### config.mk
export PLATFORM = sky130hd
export DESIGN_NAME = distortion_core
export DESIGN_NICKNAME = d
export VERILOG_FILES = /design/src/rtl/distortion_pkg.sv /design/src/rtl/clip_indicator.sv /design/src/rtl/distortion_core.sv
export SDC_FILE = /design/constraint.sdc
export NUM_CORES = 1
export LEC_CHECK = 0
export ABC_CLOCK_PERIOD_IN_PS = 10100
export CAP_MARGIN = 15
export CORE_MARGIN = 5
export CORE_UTILIZATION = 30
export DETAILED_ROUTE_END_ITERATION = 7
export MAX_ROUTING_LAYER = met4
export PLACE_DENSITY_LB_ADDON = 0.15
export SLEW_MARGIN = 5
export SYNTH_ARGS = -nofsm -noshare
export SYNTH_HDL_FRONTEND = slang
export SYNTH_SLANG_ARGS = --single-unit
### constraint.sdc
create_clock -name CLK -period 10.1 [get_ports CLK]
set_input_delay 1.01 -clock CLK [delete_from_list [all_inputs] [get_ports CLK]]
set_output_delay 1.01 -clock CLK [all_outputs]
set_load 0.02 [all_outputs]
### src/rtl/distortion_pkg.sv
// Shared types and helpers for the distortion datapath and its settings controller.
package distortion_pkg;

  typedef enum logic [1:0] {
    MODE_BYPASS = 2'd0,
    MODE_GAIN   = 2'd1,
    MODE_RECT   = 2'd2,
    MODE_CLIP   = 2'd3
  } mode_t;

  localparam int SAMPLE_MAX = 32767;
  localparam int SAMPLE_MIN = -32768;

  localparam logic signed [32:0] P33_MAX = 33'(SAMPLE_MAX);
  localparam logic signed [32:0] P33_MIN = 33'(SAMPLE_MIN);

  function automatic logic in_range16(input logic signed [32:0] p);
    return (p <= P33_MAX) && (p >= P33_MIN);
  endfunction

  function automatic logic signed [15:0] sat16(input logic signed [32:0] p);
    if (p > P33_MAX) begin
      return 16'sh7fff;
    end else if (p < P33_MIN) begin
      return 16'sh8000;
    end else begin
      return p[15:0];
    end
  endfunction

endpackage

### src/rtl/clip_indicator.sv
// Saturating clip counter and stretched clip LED driven by delivered clipped samples.
module clip_indicator
  import distortion_pkg::*;
#(
  parameter int unsigned HOLD_CYCLES = 2_500_000
) (
  input  logic        CLK,
  input  logic        RST,
  input  logic        clip_event,
  input  logic        clip_clear,
  output logic [15:0] clip_count,
  output logic        clip_led
);

  localparam int unsigned HoldW = $clog2(HOLD_CYCLES + 1);

  logic [15:0]      count_q, count_d;
  logic [HoldW-1:0] hold_q, hold_d;

  always_comb begin
    count_d = count_q;
    if (clip_clear) begin
      count_d = '0;
    end else if (clip_event && (count_q != 16'hffff)) begin
      count_d = count_q + 16'd1;
    end

    hold_d = hold_q;
    if (clip_event) begin
      hold_d = HoldW'(HOLD_CYCLES);
    end else if (hold_q != '0) begin
      hold_d = hold_q - HoldW'(1);
    end
  end

  always_ff @(posedge CLK or posedge RST) begin
    if (RST) begin
      count_q <= '0;
      hold_q  <= '0;
    end else begin
      count_q <= count_d;
      hold_q  <= hold_d;
    end
  end

  assign clip_count = count_q;
  assign clip_led   = (hold_q != '0);

endmodule

### src/rtl/distortion_core.sv
// Streaming distortion datapath: capture, compute and saturate stages plus an output
// register, all advancing together under a single global stall.
module distortion_core
  import distortion_pkg::*;
#(
  parameter int unsigned HOLD_CYCLES = 2_500_000
) (
  input  logic               CLK,
  input  logic               RST,
  input  logic signed [15:0] gain,
  input  logic signed [31:0] threshold,
  input  logic        [1:0]  mode,
  input  logic signed [15:0] in_sample,
  input  logic               in_valid,
  output logic               in_ready,
  output logic signed [15:0] out_sample,
  output logic               out_valid,
  input  logic               out_ready,
  input  logic               clip_clear,
  output logic        [15:0] clip_count,
  output logic               clip_led
);

  logic adv;

  logic               s1_valid_q;
  logic signed [15:0] s1_sample_q;
  logic signed [15:0] s1_gain_q;
  logic signed [31:0] s1_thr_q;
  mode_t              s1_mode_q;

  logic               s2_valid_q;
  logic signed [32:0] s2_p_q;
  logic               s2_clip_q;

  logic               s3_valid_q;
  logic signed [15:0] s3_sample_q;
  logic               s3_clip_q;

  logic               out_valid_q;
  logic signed [15:0] out_sample_q;
  logic               out_clip_q;

  logic signed [32:0] s33, t33, p_d;
  logic signed [31:0] prod;
  logic               clip_d;
  logic               clip_event;

  assign adv      = !out_valid_q || out_ready;
  assign in_ready = adv;

  always_comb begin
    s33  = {{17{s1_sample_q[15]}}, s1_sample_q};
    prod = 32'(s1_sample_q) * 32'(s1_gain_q);
    // Threshold clamped into 0..32767 before use as a symmetric limit.
    if (s1_thr_q[31]) begin
      t33 = '0;
    end else if (s1_thr_q > 32'sd32767) begin
      t33 = P33_MAX;
    end else begin
      t33 = 33'(s1_thr_q);
    end

    p_d    = s33;
    clip_d = 1'b0;
    unique case (s1_mode_q)
      MODE_BYPASS: p_d = s33;
      MODE_GAIN:   p_d = 33'(prod);
      MODE_RECT:   p_d = s1_sample_q[15] ? -s33 : s33;
      MODE_CLIP: begin
        if (s33 > t33) begin
          p_d    = t33;
          clip_d = 1'b1;
        end else if (s33 < -t33) begin
          p_d    = -t33;
          clip_d = 1'b1;
        end
      end
      default: p_d = s33;
    endcase
  end

  always_ff @(posedge CLK or posedge RST) begin
    if (RST) begin
      s1_valid_q   <= 1'b0;
      s1_sample_q  <= '0;
      s1_gain_q    <= '0;
      s1_thr_q     <= '0;
      s1_mode_q    <= MODE_BYPASS;
      s2_valid_q   <= 1'b0;
      s2_p_q       <= '0;
      s2_clip_q    <= 1'b0;
      s3_valid_q   <= 1'b0;
      s3_sample_q  <= '0;
      s3_clip_q    <= 1'b0;
      out_valid_q  <= 1'b0;
      out_sample_q <= '0;
      out_clip_q   <= 1'b0;
    end else if (adv) begin
      s1_valid_q  <= in_valid;
      s2_valid_q  <= s1_valid_q;
      s3_valid_q  <= s2_valid_q;
      out_valid_q <= s3_valid_q;
      // Settings travel with the sample so later changes never touch it.
      if (in_valid) begin
        s1_sample_q <= in_sample;
        s1_gain_q   <= gain;
        s1_thr_q    <= threshold;
        s1_mode_q   <= mode_t'(mode);
      end
      if (s1_valid_q) begin
        s2_p_q    <= p_d;
        s2_clip_q <= clip_d;
      end
      if (s2_valid_q) begin
        s3_sample_q <= sat16(s2_p_q);
        s3_clip_q   <= s2_clip_q || !in_range16(s2_p_q);
      end
      if (s3_valid_q) begin
        out_sample_q <= s3_sample_q;
        out_clip_q   <= s3_clip_q;
      end
    end
  end

  assign out_valid  = out_valid_q;
  assign out_sample = out_sample_q;
  assign clip_event = out_valid_q && out_ready && out_clip_q;

  clip_indicator #(
    .HOLD_CYCLES(HOLD_CYCLES)
  ) u_clip_indicator (
    .CLK       (CLK),
    .RST       (RST),
    .clip_event(clip_event),
    .clip_clear(clip_clear),
    .clip_count(clip_count),
    .clip_led  (clip_led)
  );

endmodule

After elaboration in Yosys (flattened, before gate mapping)
Cells that the tools add are included.
Storage, ports and cells
  register bits: 176
  bits in latches: 0
  memory bits (writable): 0
  ROM bits: 0
  output and inout port bits: 35
  logic and storage cells: 63
  memories kept: 0
Operators by class
  $add $sub $neg: 4
  $mul: 1
  div/mod/pow operators: 0
  $lt $le $gt $ge: 7
  equal/unequal tests: 4
  shift operators: 0
  muxes and demuxes: 15
  bitwise gates (word level): 0
  reduce and logical (&&, ||, !) cells: 16
Operators by type and width (count)
  $pmux 33 s4: 1
  $mux 33: 3
  $mux 16: 4
  $mux 31: 2
  $mux 22: 2
  $ge 33x16->1 const B: 1
  $gt 33x16->1 const B: 1
  $le 33x16->1 const B: 1
  $lt 16x33->1: 1
  $lt 33x16->1 const B: 1
  $neg 16->33: 1
  $neg 33->33: 1
  $gt 16x32->1: 1
  $gt 32x16->1 const B: 1
  $mul 16x16->32: 1
  $reduce_bool 22->1: 1
  $sub 22x1->22 const B: 1
  $add 16x1->16 const B: 1
  $ne 16x16->1 const B: 1
  $reduce_and 2->1: 4
  $eq 2x2->1 const B: 2
  $logic_and 1x1->1: 4
  $reduce_bool 2->1: 2
  $mux 1: 3
  4 further kinds: 6

Depth between registers and ports, before layout
  word-level depth: 8
  gate-level depth with buffers: 26
  gate-level depth less buffers: 23

By module
Synthesis repeated with hierarchy kept, for this count alone.
Second synthesis, totals
  cell total of the unflattened synthesis: 2158
  area, all modules: 20180.6 µm²
By module, submodules not included
  distortion_core: times used 1, cells an instance 1918, area an instance 17938.5 µm², seq. area each 3453.3 µm²
  clip_indicator: times used 1, cells an instance 240, area an instance 2242.2 µm², seq. area each 950.9 µm²

Worst setup path after synthesis
No wires, ideal clock.
  path kind: register -> register
  start point: register s1_sample_q[15]
  end point: register s2_p_q[31]
  arrival: 7.052 ns
  required time: 9.966 ns
  slack: 2.914 ns
  stages on the path, launching flop included: 23
  path buffers: 3
  period minus slack after synthesis: 7.186 ns
  cells stage by stage: dfrtp_1 > clkbuf_1 > clkbuf_1 > clkbuf_1 > nand2_1 > inv_1 > fa_1 > fa_1 > inv_1 > fa_1 > inv_1 > fa_1 > fa_1 > fa_1 > ha_1 > o21ai_0 > o21ai_0 > a41oi_1 > o21ai_1 > o41ai_2 > nor2_1 > a211oi_1 > a21oi_1
On the way
  word-level cells in the longest chain between the ends: 4
  elaborated cells between the ends (all ways): 8
RTL lines
  start: declaration: line distortion_core.sv:27  | logic signed [15:0] s1_sample_q;
  start signal: assignment: line distortion_core.sv:106  | s1_sample_q <= in_sample;
  parallel branches: the longest is 3 deep, another holds $mul 16x16->32
  $pmux 33 s4 *: line distortion_core.sv:66  | unique case (s1_mode_q)
  end signal: assignment: line distortion_core.sv:112  | s2_p_q <= p_d;
  end: declaration: line distortion_core.sv:33  | logic signed [32:0] s2_p_q;
Every way passes the cells marked *.
A chain may end at the register's enable or synchronous reset.

Worst setup path after layout
  start point: register s1_sample_q[7]
  end point: register s2_p_q[31]
The elaborated chain is that of the path after synthesis.

==> reports/results.txt <==
Number of maximum-capacitance violations: 0
Routed wirelength normalized by instance count: 18.7 microns
Top Metal Used: met4
Cts hold-fix bufs: 0
Total core area: 65500 sq um
Peak clock frequency supported by timing: 137 MHz
Latest clock arrival within the worst-skew pair: 0.48 ns
Max FO, Critical Path: 22
Gr ovfl total: 0
Number of optimization iterations in the first detailed-route pass: 5
Max-Slew Margin vs Limit: 27.1%
Share of the clock period used by the worst path after layout: 72.4%
Post CTS Setup Buffer Count: 0
Type of the worst min-delay path: flop to flop
Post-CTS resize count: 0
Cell count after synthesis: 2115
Die width: 267 microns
Setup violations, final: 0
Share of layout cells above drive strength 1: 7.40%
Inserted Clock Buffers: 17
First-pass GRT wire length: 91900 microns
Drt first-iter violations: 779
Number of antenna diodes: 0
Element type at the critical path end: flop
YS warnings: 0
Final Routed Wirelength: 57100 microns
CP arrival: 7.65 ns
Cell Chain, Critical Path: nand2_1 > fa_1 > inv_1 > fa_1 > inv_1 > fa_1 > inv_1 > fa_1 > inv_1 > fa_1 > inv_1 > fa_1 > ha_1 > a21oi_1 > o211ai_1 > a21o_1 > a22o_1 > a41oi_1 > o21ai_1 > o41ai_2 > nor2_1 > a211oi_1 > a21oi_1
I/O pin count: 106
Largest net degree at the start of global routing: 137
Routed met3 length: 1560 microns
Register clock-pin slew on the reported worst setup and hold paths: 0.07 ns
CTS HTree Levels: 4
Detailed-route via count: 14900
Via density: 4.88
Synth-to-Final Area Change: 13.0%
Number of buffers between clock root and the deepest sink: 2
Cell area after synthesis: 19800 sq um
Effective utilization at floorplan: 30.2%
TritonCTS sink count: 176
Reg2reg path depth: 23
Post-route setup TNS: 0 ns
Count of input and output buffers: 105
Hold Vio Cnt, Final: 0
Critical path's slowest cell: dfrtp_1
Critical path capture point: s2_p_q[31]
Number of antenna violations at the first check in global routing: 0
Worst R2R Setup Slack: 2.79 ns
Post-layout util: 34.1%
Fillers: 6791
Metal2 WL: 28500 microns
Kind of start point of the critical path: flop
Via count of the first global-routing pass: 15800
Final weighted congestion in routability-driven placement: 0.879
Final critical path time including I/O delays and setup: 7.31 ns
Worst Setup Path Type: flop to flop
Post-synthesis sequential element count: 176
Predominant post-synthesis flop cell: dfrtp_1
Slew @ Worst Pin: 1.09 ns
Number of synthesized flops with an enable pin: 0
RSZ-0062 raised after global routing: no
Highest cell delay on the worst timing path: 1.07 ns
Met1 routed wirelength after detailed routing: 26200 microns
Fin Hold WS: 0.477 ns
Dpl hpwl: 44400 microns
Worst EP required: 10.44 ns
Number of design rule violations left after detail routing: 0
Sequential-to-total area share from yosys stat: 22.3%
Syn avg cell area: 9.35 sq um
TritonCTS clock tree: done
Cell variety after synth: 73
Final ANT Viol Nets: 0
Die Outline Area: 71100 sq um
Async set or reset register ratio after synthesis: 100%
Result of the run: finished, final reports clean
Critical R2R Launch: s1_sample_q[7]
Beginning of the critical path: s1_sample_q[7]
Number of max-slew violations in the final report: 0
Number of nets in the finished design: 2661
Endpoint of the worst-slack reg-to-reg timing path: s2_p_q[31]
Dominant cell type by count on the critical path: fa_1
Start point of the worst hold path: s3_sample_q[3]
Worst clock skew on the final layout: 0.0160 ns
Most common library cell in the layout ignoring fill and taps: inv_1
Global-route total usage across every layer: 17.0%
Floorplan die height: 267 microns
Root buffer cell: clkbuf_16
Number of cell rows: 94
Commonest non-fill, non-tap cells in the layout: inv_1 (291), fa_1 (262), nand2_1 (253)
==> worst max-delay path, delay by kind of cell, from the launching register on <==
kind                       cells  cell delay (ns)
and+or+nand+nor                2             0.29
DFF                            1             1.07
buffers and inverters          5             0.26
adders and majority gates      7             3.49
AOI/OAI and AO/OA              9             2.05
==> through the flow <==
| stage | instance area, sq um | worst slack (ns) | cells |
|---|---|---|---|
| after detailed placement | 21800 | 2.79 | 3023 |
| after floorplan | 19800 | 2.91 | 2131 |
| after CTS | 22300 | 2.78 | 3054 |
| final | 22300 | 2.79 | 3054 |
| after global routing | 22300 | 2.38 | 3054 |
| after global placement | 21800 | 2.96 | 3023 |
==> cells by family after synthesis <==
| family | share of synthesized area, % |
|---|---|
| simple gates | 16.0 |
| fa+ha+maj | 36.0 |
| buf+inv | 7.61 |
| compound gates | 9.39 |
| flops | 22.3 |
| mux | 5.10 |
| xor+xnor | 3.59 |
| other cells | 0.0190 |
==> synth_stat cells, types with 3 or more instances <==
library cell	number	area share, %
and2_1	101	3.2
or4_1	3	0.11
nand3_1	22	0.56
nand4_1	26	0.82
a21o_1	24	0.91
mux2_2	86	4.9
o211ai_1	8	0.30
dfrtp_1	176	22
fa_1	262	27
o31ai_1	5	0.19
a31oi_1	14	0.44
buf_1	6	0.11
o21ai_1	7	0.18
o22ai_1	4	0.13
o21bai_1	13	0.49
o21a_1	13	0.49
mux2i_1	4	0.20
a22oi_1	3	0.11
a311oi_1	5	0.22
o21ai_0	77	1.9
ha_1	150	9.5
xor2_1	26	1.2
a211oi_1	10	0.38
or2_2	7	0.22
or3_1	17	0.54
xnor2_1	55	2.4
nand2b_1	10	0.32
buf_2	3	0.076
nor2_1	143	2.7
clkbuf_1	92	1.7
a21oi_1	81	2.1
inv_1	292	5.5
nor3_1	28	0.71
and3_1	11	0.35
nand2_1	254	4.8
nor4_1	18	0.57
nor2b_1	10	0.32
nor4_4	3	0.32
==> worst min path at each step <==
stage                endpoint  slack, ns  depth (start not counted)
6_report       s3_sample_q[3]       0.48                          2
4_1_cts             out_valid       0.48                          2
5_1_grt        s3_sample_q[3]       0.52                          2
3_3_place_gp        out_valid       0.46                          2
3_5_place_dp        out_valid       0.46                          2
2_1_floorplan       out_valid       0.44                          2
==> flip-flops by register name, summed over array words and instances, names as in the netlist <==
register                     count
s1_mode_q                        2
s2_valid_q                       1
u_clip_indicator.clip_count     16
out_clip_q                       1
s3_clip_q                        1
s3_valid_q                       1
u_clip_indicator.hold_q         22
s1_gain_q                       16
out_valid                        1
s1_sample_q                     16
s2_clip_q                        1
s2_p_q                          33
out_sample                      16
s1_valid_q                       1
s3_sample_q                     16
s1_thr_q                        32
==> routing by layer <==
metal / global-route usage, % / vias up
met5: - / -
li1: - / 6956
met4: 3.59 / 0
met2: 28.0 / 237
met3: 1.99 / 49
met1: 22.7 / 7653
==> cell type report <==
type / instances / area [sq um] / share of cell area, %
Clock inverter: 13 / 140 / 0.627
Clock buffer: 18 / 429 / 1.92
Timing Repair Buffer: 131 / 1250 / 5.58
Tap cell: 864 / 1080 / 4.84
Sequential cell: 176 / 4410 / 19.7
Inverter: 294 / 1110 / 4.97
Multi-Input combinational cell: 1558 / 13900 / 62.3
Power is not shown: default switching activity piles up to over one toggle a cycle in this logic, so the estimate is an artifact.
